### config.mk
export PLATFORM = sky130hd
export DESIGN_NAME = lcd_nibble_ctrl
export DESIGN_NICKNAME = d
export VERILOG_FILES = /design/src/rtl/lcd_nibble_ctrl.sv
export SDC_FILE = /design/constraint.sdc
export NUM_CORES = 1
export LEC_CHECK = 0
export ABC_CLOCK_PERIOD_IN_PS = 7550
export CAP_MARGIN = 0
export CORE_ASPECT_RATIO = 1.25
export CORE_UTILIZATION = 42
export DETAILED_ROUTE_END_ITERATION = 8
export SLEW_MARGIN = 0
export SYNTH_ARGS = -nofsm -noshare
export SYNTH_HDL_FRONTEND = slang
export SYNTH_SLANG_ARGS = --single-unit
### constraint.sdc
create_clock -name clk -period 7.55 [get_ports clk]
set_clock_uncertainty 0.2 [all_clocks]
set_input_delay 1.51 -clock clk [delete_from_list [all_inputs] [get_ports clk]]
set_output_delay 1.51 -clock clk [all_outputs]
set_load 0.03 [all_outputs]
### src/rtl/lcd_nibble_ctrl.sv
// HD44780 4-bit write sequencer: one byte per valid/ready handshake, sent as two timed nibbles.
// Latency: accept edge to req_ready=1 is 2*(SETUP+E_HIGH+E_LOW)+WAIT cycles (WAIT = CLR or CMD).
// Backpressure: req_ready is high only in IDLE; the byte is latched at accept, later input changes are ignored.
// Optional power-on init sequence: define LCD_INIT_EN.
module lcd_nibble_ctrl #(
  parameter int unsigned SETUP_CYC     = 2,
  parameter int unsigned E_HIGH_CYC    = 13,
  parameter int unsigned E_LOW_CYC     = 13,
  parameter int unsigned CMD_WAIT_CYC  = 1080,
  parameter int unsigned CLR_WAIT_CYC  = 43200,
  parameter int unsigned INIT_WAIT_CYC = 1080000,
  parameter int unsigned INIT_STEP_CYC = 111000
) (
  input  logic       clk,
  input  logic       rst,
  input  logic       req_valid,
  input  logic       req_rs,
  input  logic [7:0] req_data,
  output logic       req_ready,
  output logic       lcd_e,
  output logic       lcd_rw,
  output logic       lcd_rs,
  output logic [3:0] lcd_db
);

  function automatic int unsigned max2(input int unsigned a, input int unsigned b);
    return (a > b) ? a : b;
  endfunction

  localparam int unsigned MAX_CYC = max2(max2(max2(SETUP_CYC, E_HIGH_CYC), max2(E_LOW_CYC, CMD_WAIT_CYC)),
                                         max2(CLR_WAIT_CYC, max2(INIT_WAIT_CYC, INIT_STEP_CYC)));
  localparam int CW = $clog2(MAX_CYC) + 1;
  typedef logic [CW-1:0] cnt_t;

  localparam cnt_t LD_SETUP = cnt_t'(SETUP_CYC - 1);
  localparam cnt_t LD_EHIGH = cnt_t'(E_HIGH_CYC - 1);
  localparam cnt_t LD_ELOW  = cnt_t'(E_LOW_CYC - 1);
  localparam cnt_t LD_CMD   = cnt_t'(CMD_WAIT_CYC - 1);
  localparam cnt_t LD_CLR   = cnt_t'(CLR_WAIT_CYC - 1);
`ifdef LCD_INIT_EN
  localparam cnt_t LD_IWAIT = cnt_t'(INIT_WAIT_CYC - 1);
  localparam cnt_t LD_ISTEP = cnt_t'(INIT_STEP_CYC - 1);
`endif

  typedef enum logic [2:0] {
    S_IDLE, S_SETUP, S_EHIGH, S_ELOW, S_WAIT
`ifdef LCD_INIT_EN
    , S_INIT_DLY, S_INIT_NIB
`endif
  } state_t;

  state_t     state_q, state_d;
  cnt_t       cnt_q, cnt_d;
  logic       nib_q, nib_d;
  logic       rs_q, rs_d;
  logic [7:0] data_q, data_d;
  logic [3:0] db_q, db_d;
  logic       e_q, e_d;
  logic       ready_q, ready_d;
`ifdef LCD_INIT_EN
  logic       init_q, init_d;
  logic [1:0] idx_q, idx_d;
`endif

  // Clear (0x01) and home (0x02/0x03) need the long execution wait; 0x00 does not.
  logic is_clr;
  assign is_clr = !rs_q && (data_q[7:2] == 6'd0) && (data_q[1:0] != 2'd0);

  // Next-state, counter reload on every state entry, and nibble selection.
  always_comb begin
    state_d = state_q;
    cnt_d   = (cnt_q != '0) ? cnt_q - cnt_t'(1) : cnt_q;
    nib_d   = nib_q;
    rs_d    = rs_q;
    data_d  = data_q;
    db_d    = db_q;
`ifdef LCD_INIT_EN
    init_d  = init_q;
    idx_d   = idx_q;
`endif
    case (state_q)
      S_IDLE: begin
        if (req_valid) begin
          rs_d    = req_rs;
          data_d  = req_data;
          db_d    = req_data[7:4];
          nib_d   = 1'b0;
          state_d = S_SETUP;
          cnt_d   = LD_SETUP;
        end
      end
      S_SETUP: begin
        if (cnt_q == '0) begin
          state_d = S_EHIGH;
          cnt_d   = LD_EHIGH;
        end
      end
      S_EHIGH: begin
        if (cnt_q == '0) begin
          state_d = S_ELOW;
          cnt_d   = LD_ELOW;
        end
      end
      S_ELOW: begin
        if (cnt_q == '0) begin
`ifdef LCD_INIT_EN
          if (init_q) begin
            state_d = S_INIT_NIB;
            cnt_d   = (idx_q == 2'd3) ? LD_CMD : LD_ISTEP;
          end else
`endif
          if (!nib_q) begin
            nib_d   = 1'b1;
            db_d    = data_q[3:0];
            state_d = S_SETUP;
            cnt_d   = LD_SETUP;
          end else begin
            state_d = S_WAIT;
            cnt_d   = is_clr ? LD_CLR : LD_CMD;
          end
        end
      end
      S_WAIT: begin
        if (cnt_q == '0) state_d = S_IDLE;
      end
`ifdef LCD_INIT_EN
      S_INIT_DLY: begin
        if (cnt_q == '0) begin
          rs_d    = 1'b0;
          db_d    = 4'h3;
          state_d = S_SETUP;
          cnt_d   = LD_SETUP;
        end
      end
      S_INIT_NIB: begin
        if (cnt_q == '0) begin
          if (idx_q == 2'd3) begin
            init_d  = 1'b0;
            state_d = S_IDLE;
          end else begin
            idx_d   = idx_q + 2'd1;
            db_d    = (idx_q == 2'd2) ? 4'h2 : 4'h3;
            state_d = S_SETUP;
            cnt_d   = LD_SETUP;
          end
        end
      end
`endif
      default: state_d = state_q;
    endcase
    e_d     = (state_d == S_EHIGH);
    ready_d = (state_d == S_IDLE);
  end

  // State, counter, latched byte and registered pin drivers; reset aborts any transfer.
  always_ff @(posedge clk or posedge rst) begin
    if (rst) begin
`ifdef LCD_INIT_EN
      state_q <= S_INIT_DLY;
      cnt_q   <= LD_IWAIT;
      ready_q <= 1'b0;
      init_q  <= 1'b1;
      idx_q   <= 2'd0;
`else
      state_q <= S_IDLE;
      cnt_q   <= '0;
      ready_q <= 1'b1;
`endif
      nib_q   <= 1'b0;
      rs_q    <= 1'b0;
      data_q  <= 8'h00;
      db_q    <= 4'h0;
      e_q     <= 1'b0;
    end else begin
      state_q <= state_d;
      cnt_q   <= cnt_d;
      ready_q <= ready_d;
`ifdef LCD_INIT_EN
      init_q  <= init_d;
      idx_q   <= idx_d;
`endif
      nib_q   <= nib_d;
      rs_q    <= rs_d;
      data_q  <= data_d;
      db_q    <= db_d;
      e_q     <= e_d;
    end
  end

  assign req_ready = ready_q;
  assign lcd_e     = e_q;
  assign lcd_rw    = 1'b0;
  assign lcd_rs    = rs_q;
  assign lcd_db    = db_q;

endmodule
==> impl_metrics.json, run 1 <==
{
  "relSlewSlack_pct": 54.9,
  "p_per_area_mw_per_mm2": 158,
  "power.internal_uw": 328,
  "whs_ps": 281,
  "antenna_found_initial": 0,
  "cts_hold_buf": 0,
  "ys_async_sr_fraction_pct": 100,
  "num_vias": 1820,
  "syn-cell-area_mm2": 0.00233,
  "final.setup.worst_slack_ps": 4330,
  "synth-seq-cells": 41,
  "postCtsSetupBuffers": 0,
  "drv_slew": 0,
  "clkPwrFrac_pct": 42.2,
  "crit_path_start_kind": "input port",
  "grt_pass1_wl_um": 9180,
  "cts_made_buffers": 5,
  "drtAntennaViolNets": 0,
  "ys.warnings.count": 0,
  "synth_top_area_share_pct": 43.0,
  "switchingPower_uw": 90.0,
  "netlist_instances": 248,
  "synth_common_cells": "nand2_1, dfrtp_1, nor2_1",
  "path_delay_family": "buffers and inverters",
  "drc": 0,
  "rsz0062_at_grt": "false",
  "critical_path_class": "in -> reg",
  "root_buffer": "clkbuf_8",
  "drtIter0Drc": 108,
  "yosysMostFrequentCell": "nand2_1",
  "wl_per_cell_um": 16.1,
  "fin_crit_ps": 3220,
  "cp_max_fo": 12,
  "dp_slack_ps": 4020,
  "leakage_nw": 1.06,
  "slowest_delay_ps": 520,
  "syn_to_final_growth_pct": 13.6,
  "drive_above_1_share_pct": 10.6,
  "syn_area_per_cell_um2": 9.39,
  "fp-row-count": 29,
  "core_mm2": 0.00519,
  "pin_count": 20,
  "path_cells": "clkdlybuf4s50_1, and3_1, a21oi_1, a21oi_2, mux2_2",
  "p_seq_share_pct": 54.0,
  "clock_path_buffers": 2,
  "clock_sinks": 41,
  "cts.htree.levels": 2,
  "design_area_mm2": 0.00265,
  "cp-end-kind": "flop",
  "ys_types": 54,
  "hold_class": "reg -> reg",
  "post_drt_via_cell_ratio": 5.58,
  "syn_nets": 264,
  "synthTopCellsByArea": "dfrtp_1, nand2_1, xnor2_1, nor3_1, nor2_1",
  "antennaDiodeCount": 0,
  "worst_pin_slew_ps": 677,
  "cts_tree": "done",
  "fill_cells": 498,
  "hold_viol_final": 0,
  "start_util_pct": 44.9,
  "synth_top_area_cell": "dfrtp_1",
  "insertion_delay_ps": 300,
  "finalSetupTns_ps": 0,
  "ys_seq_area_share_pct": 44.1,
  "gp_congestion": 0.805,
  "grt_max_degree": 42,
  "cp_num_buf_inv": 1,
  "cts.reportedPaths.clkPinSlew_ps": 80,
  "grt_pass1_vias": 1848,
  "hpwlAfterDp_um": 3710,
  "die_area_mm2": 0.00585,
  "fmax_mhz": 311,
  "nets": 279,
  "die_h_um": 85.2,
  "setup_violations": 0,
  "die_x_um": 68.6,
  "cap_violations": 0,
  "critPathSlowestCell": "clkdlybuf4s50_1",
  "postCtsResizedCells": 0,
  "final.period_utilization_pct": 42.6,
  "place.port_buffers": 18,
  "hp-start": "data_q[7]$_DFFE_PP0P_",
  "dr.pass1.iters": 4,
  "required_ps": 7530,
  "overflow": 0,
  "place_area_mm2": 0.00254,
  "arrival_ps": 3200,
  "wirelength_um": 5240,
  "combPwrFrac_pct": 3.9,
  "synthFlopType": "dfrtp_1",
  "ir_drop_uv": 76.6,
  "synth_edf_count": 0,
  "reg2reg_from": "cnt_q[0]$_DFF_PP0_",
  "status": "complete, no violations",
  "sw_frac_of_total_pct": 21.5,
  "grt_use_total_pct": 21.2,
  "crit_start": "req_valid"
}
==> area by class of cell <==
cell class / count / area, um^2 / area share (%)
Inverter: 7 / 26.3 / 0.993
Clock buffer: 6 / 72.6 / 2.74
Clock inverter: 2 / 35.0 / 1.32
Timing Repair Buffer: 20 / 195 / 7.38
Tap cell: 62 / 77.6 / 2.93
Sequential cell: 41 / 1030 / 38.8
Multi-Input combinational cell: 188 / 1210 / 45.8
==> cells in the final DEF, fill, tap and decap left out, types with 6 or more instances in the layout <==
cell type         n
nand2_1          48
dfrtp_1          40
clkdlybuf4s50_1  18
nor2_1           17
xnor2_1          16
nor3_1           15
a21oi_1           8
a211oi_1          8
inv_1             7
or3_1             6
nor4_1            6
==> logic make-up (layout without fill, tap and decap cells) <==
group,after synthesis,count (layout),synth area share [%]
simple gates,124,124,29.3
flops,41,41,44.1
compound gates,39,39,12.5
buf+inv,19,35,3.87
xor+xnor,16,16,6.02
fa+ha+maj,4,4,2.15
mux,4,4,1.93
other cells,1,1,0.161
==> worst min-delay path, stage by stage (launching register included) <==
cell,delay (ps)
dfrtp_1,350
nand2_1,50
nand2_1,50
==> power groups by stage <==
stage / registers (mW) / clock network, mW / logic, mW
6_report: 0.226 / 0.176 / 0.0161
5_1_grt: 0.226 / 0.187 / 0.0187
4_1_cts: 0.226 / 0.181 / 0.0165
3_5_place_dp: 0.230 / 0 / 0.0164
3_3_place_gp: 0.230 / 0 / 0.0164
2_1_floorplan: 0.229 / 0 / 0.00834
==> state kept, by name, indices dropped and copies added (netlist names) <==
register   count
cnt_q         22
data_q         8
lcd_rs         1
req_ready      1
nib_q          1
state_q        3
lcd_db         4
lcd_e          1
==> metrics by stage <==
stage	utilization (%)	power [mW]	instances
2_1_floorplan	-	0.237	248
3_3_place_gp	48.9	0.246	318
3_5_place_dp	48.9	0.246	318
4_1_cts	51.0	0.423	326
5_1_grt	51.0	0.432	326
6_report	51.0	0.418	326
==> routing by layer <==
metal	routed length [um]	track usage, %	part of all wire (%)	up-vias
met4	48	6.25	0.92	0
met2	2660	34.5	51	33
met3	163	3.49	3.1	5
li1	-	-	-	919
met1	2360	28.4	45	863
met5	0	0	0	-
==> final timing paths <==
path / slack (ps) / end / cells after the start
min: 280 / data_q[7]$_DFFE_PP0P_ / 2
min reg2reg: 280 / data_q[7]$_DFFE_PP0P_ / 2
max: 4330 / lcd_db[3]$_DFFE_PP0P_ / 5
min in group asynchronous: 1450 / cnt_q[15]$_DFF_PP0_ / 3
max reg2reg: 4620 / cnt_q[0]$_DFF_PP0_ / 11
max in group asynchronous: 5320 / req_ready$_DFF_PP1_ / 3
Note: power is estimated with default switching activity, not from simulation.
==> run 2: changes to the inputs <==
--- a/config.mk
+++ b/config.mk
@@ -5,7 +5,7 @@
 export SDC_FILE = /design/constraint.sdc
 export NUM_CORES = 1
 export LEC_CHECK = 0
-export ABC_CLOCK_PERIOD_IN_PS = 7550
+export ABC_CLOCK_PERIOD_IN_PS = 3300
 export CAP_MARGIN = 0
 export CORE_ASPECT_RATIO = 1.25
 export CORE_UTILIZATION = 42
==> constraint.sdc (replaced) <==
create_clock -name clk -period 3.3 [get_ports clk]
set_clock_uncertainty 0.2 [all_clocks]
set_input_delay 0.66 -clock clk [delete_from_list [all_inputs] [get_ports clk]]
set_output_delay 0.66 -clock clk [all_outputs]
set_load 0.03 [all_outputs]
==> impl_metrics.json, run 2 (synthesis results as in run 1) <==
{
  "die_area_mm2": 0.00585,
  "grt_max_degree": 42,
  "core_mm2": 0.00519,
  "postCtsSetupBuffers": 0,
  "grt_pass1_vias": 1829,
  "drtIter0Drc": 124,
  "required_ps": 3260,
  "clock_sinks": 41,
  "top_register": "cnt_q",
  "cp-end-kind": "flop",
  "grt_pass1_wl_um": 8980,
  "wirelength_um": 5380,
  "rsz0062_at_grt": "false",
  "cp_max_fo": 4,
  "layout_commonest_cell": "nand2_1",
  "drc": 0,
  "die_h_um": 85.2,
  "cap_violations": 0,
  "hold_viol_final": 0,
  "setup_violations": 0,
  "cts.reportedPaths.clkPinSlew_ps": 80,
  "multi_input_area_mm2": 0.00121,
  "place_area_mm2": 0.00257,
  "die_x_um": 68.6,
  "regArea_mm2": 0.00103,
  "grt_use_total_pct": 21.0,
  "crit_path_start_kind": "flop",
  "pin_count": 20,
  "fill_cells": 513,
  "ir_drop_uv": 273,
  "insertion_delay_ps": 290,
  "hold_class": "reg -> reg",
  "finalSetupTns_ps": 0,
  "num_vias": 1863,
  "fp-row-count": 29,
  "cp_num_buf_inv": 2,
  "fmax_mhz": 386,
  "gp_congestion": 0.846,
  "mostFrequentLayoutCells": "nand2_1, dfrtp_1, clkdlybuf4s50_1, nor2_1, xnor2_1",
  "dr.pass1.iters": 4,
  "cts_made_buffers": 5,
  "clock_path_buffers": 2,
  "critical_path_class": "reg -> reg",
  "post_drt_via_cell_ratio": 5.65,
  "cts_hold_buf": 0,
  "hpwlAfterDp_um": 3840,
  "worst_pin_slew_ps": 546,
  "fin_crit_ps": 2590,
  "p_total_uw": 876,
  "slowest_delay_ps": 420,
  "root_buffer": "clkbuf_8",
  "antennaDiodeCount": 0,
  "p_per_area_mw_per_mm2": 330,
  "drtAntennaViolNets": 0,
  "relSlewSlack_pct": 63.6,
  "largest_reg_flops": 22,
  "final.period_utilization_pct": 78.6,
  "leakage_nw": 1.06,
  "syn_to_final_growth_pct": 13.9,
  "design_area_mm2": 0.00265,
  "overflow": 0,
  "cts_tree": "done",
  "path_cells": "inv_1, ha_1, nor4b_2, nand2_1, or3_1, ha_1, inv_1, o22ai_1, o21ai_0, a21oi_1, a21oi_1",
  "status": "complete, no violations",
  "critPathSlowestCell": "dfrtp_1",
  "drv_slew": 0,
  "antenna_found_initial": 0,
  "cts.htree.levels": 2,
  "wl_per_cell_um": 16.3,
  "drive_above_1_share_pct": 11.6,
  "nets": 283,
  "place.port_buffers": 18,
  "start_util_pct": 44.9,
  "path_delay_family": "simple AND/OR/NAND/NOR gates",
  "postCtsResizedCells": 0,
  "arrival_ps": 2550
}
## run 2: path summary, 6_finish.rpt
check / start / end / slack (ps) / cells past startpoint
max: cnt_q[0]$_DFF_PP0_ / cnt_q[0]$_DFF_PP0_ / 710 / 11
min: data_q[7]$_DFFE_PP0P_ / data_q[7]$_DFFE_PP0P_ / 280 / 2
max reg2reg: cnt_q[0]$_DFF_PP0_ / cnt_q[0]$_DFF_PP0_ / 710 / 11
min reg2reg: data_q[7]$_DFFE_PP0P_ / data_q[7]$_DFFE_PP0P_ / 280 / 2
max in group asynchronous: rst / req_ready$_DFF_PP1_ / 1910 / 3
min in group asynchronous: rst / cnt_q[19]$_DFF_PP0_ / 600 / 3
## run 2: worst reg2reg max path: stages, from the launching register on
cell	delay (ps)
dfrtp_1	420
inv_1	130
ha_1	160
nor4b_2	260
nand2_1	160
or3_1	390
ha_1	300
inv_1	40
o22ai_1	130
o21ai_0	100
a21oi_1	120
a21oi_1	50
## run 2: cell type report
class / instances / share of cell area [%]
timing repair buffer: 24 / 8.49
clock buffer: 7 / 2.88
tap: 62 / 2.93
clock inverter: 1 / 0.283
inverter: 7 / 0.991
multi-input combinational: 188 / 45.7
sequential: 41 / 38.7
## run 2: per-stage QoR
step,std cells,utilization (%),worst slack [ps],hold slack [ps]
after floorplan,248,-,745,246
after global placement,322,49.5,777,259
after detailed placement,322,49.5,732,264
after CTS,330,51.1,712,284
after global routing,330,51.1,564,312
final,330,51.1,706,279
## run 2: layer usage
metal,part of all wire (%),track usage [%],vias up,wire (um)
li1,-,-,927,-
met1,43,25.6,882,2290
met2,51,34.9,41,2760
met3,3.6,4.57,13,194
met4,2.3,8.33,0,126
met5,0,0,-,0
## run 2: power breakdown
part | internal, mW | leakage (nW) | switching [mW]
Sequential | 0.508 | 0.508 | 0.00831
Combinational | 0.0181 | 0.512 | 0.0195
Clock | 0.150 | 0.0385 | 0.173
Total | 0.675 | 1.06 | 0.201
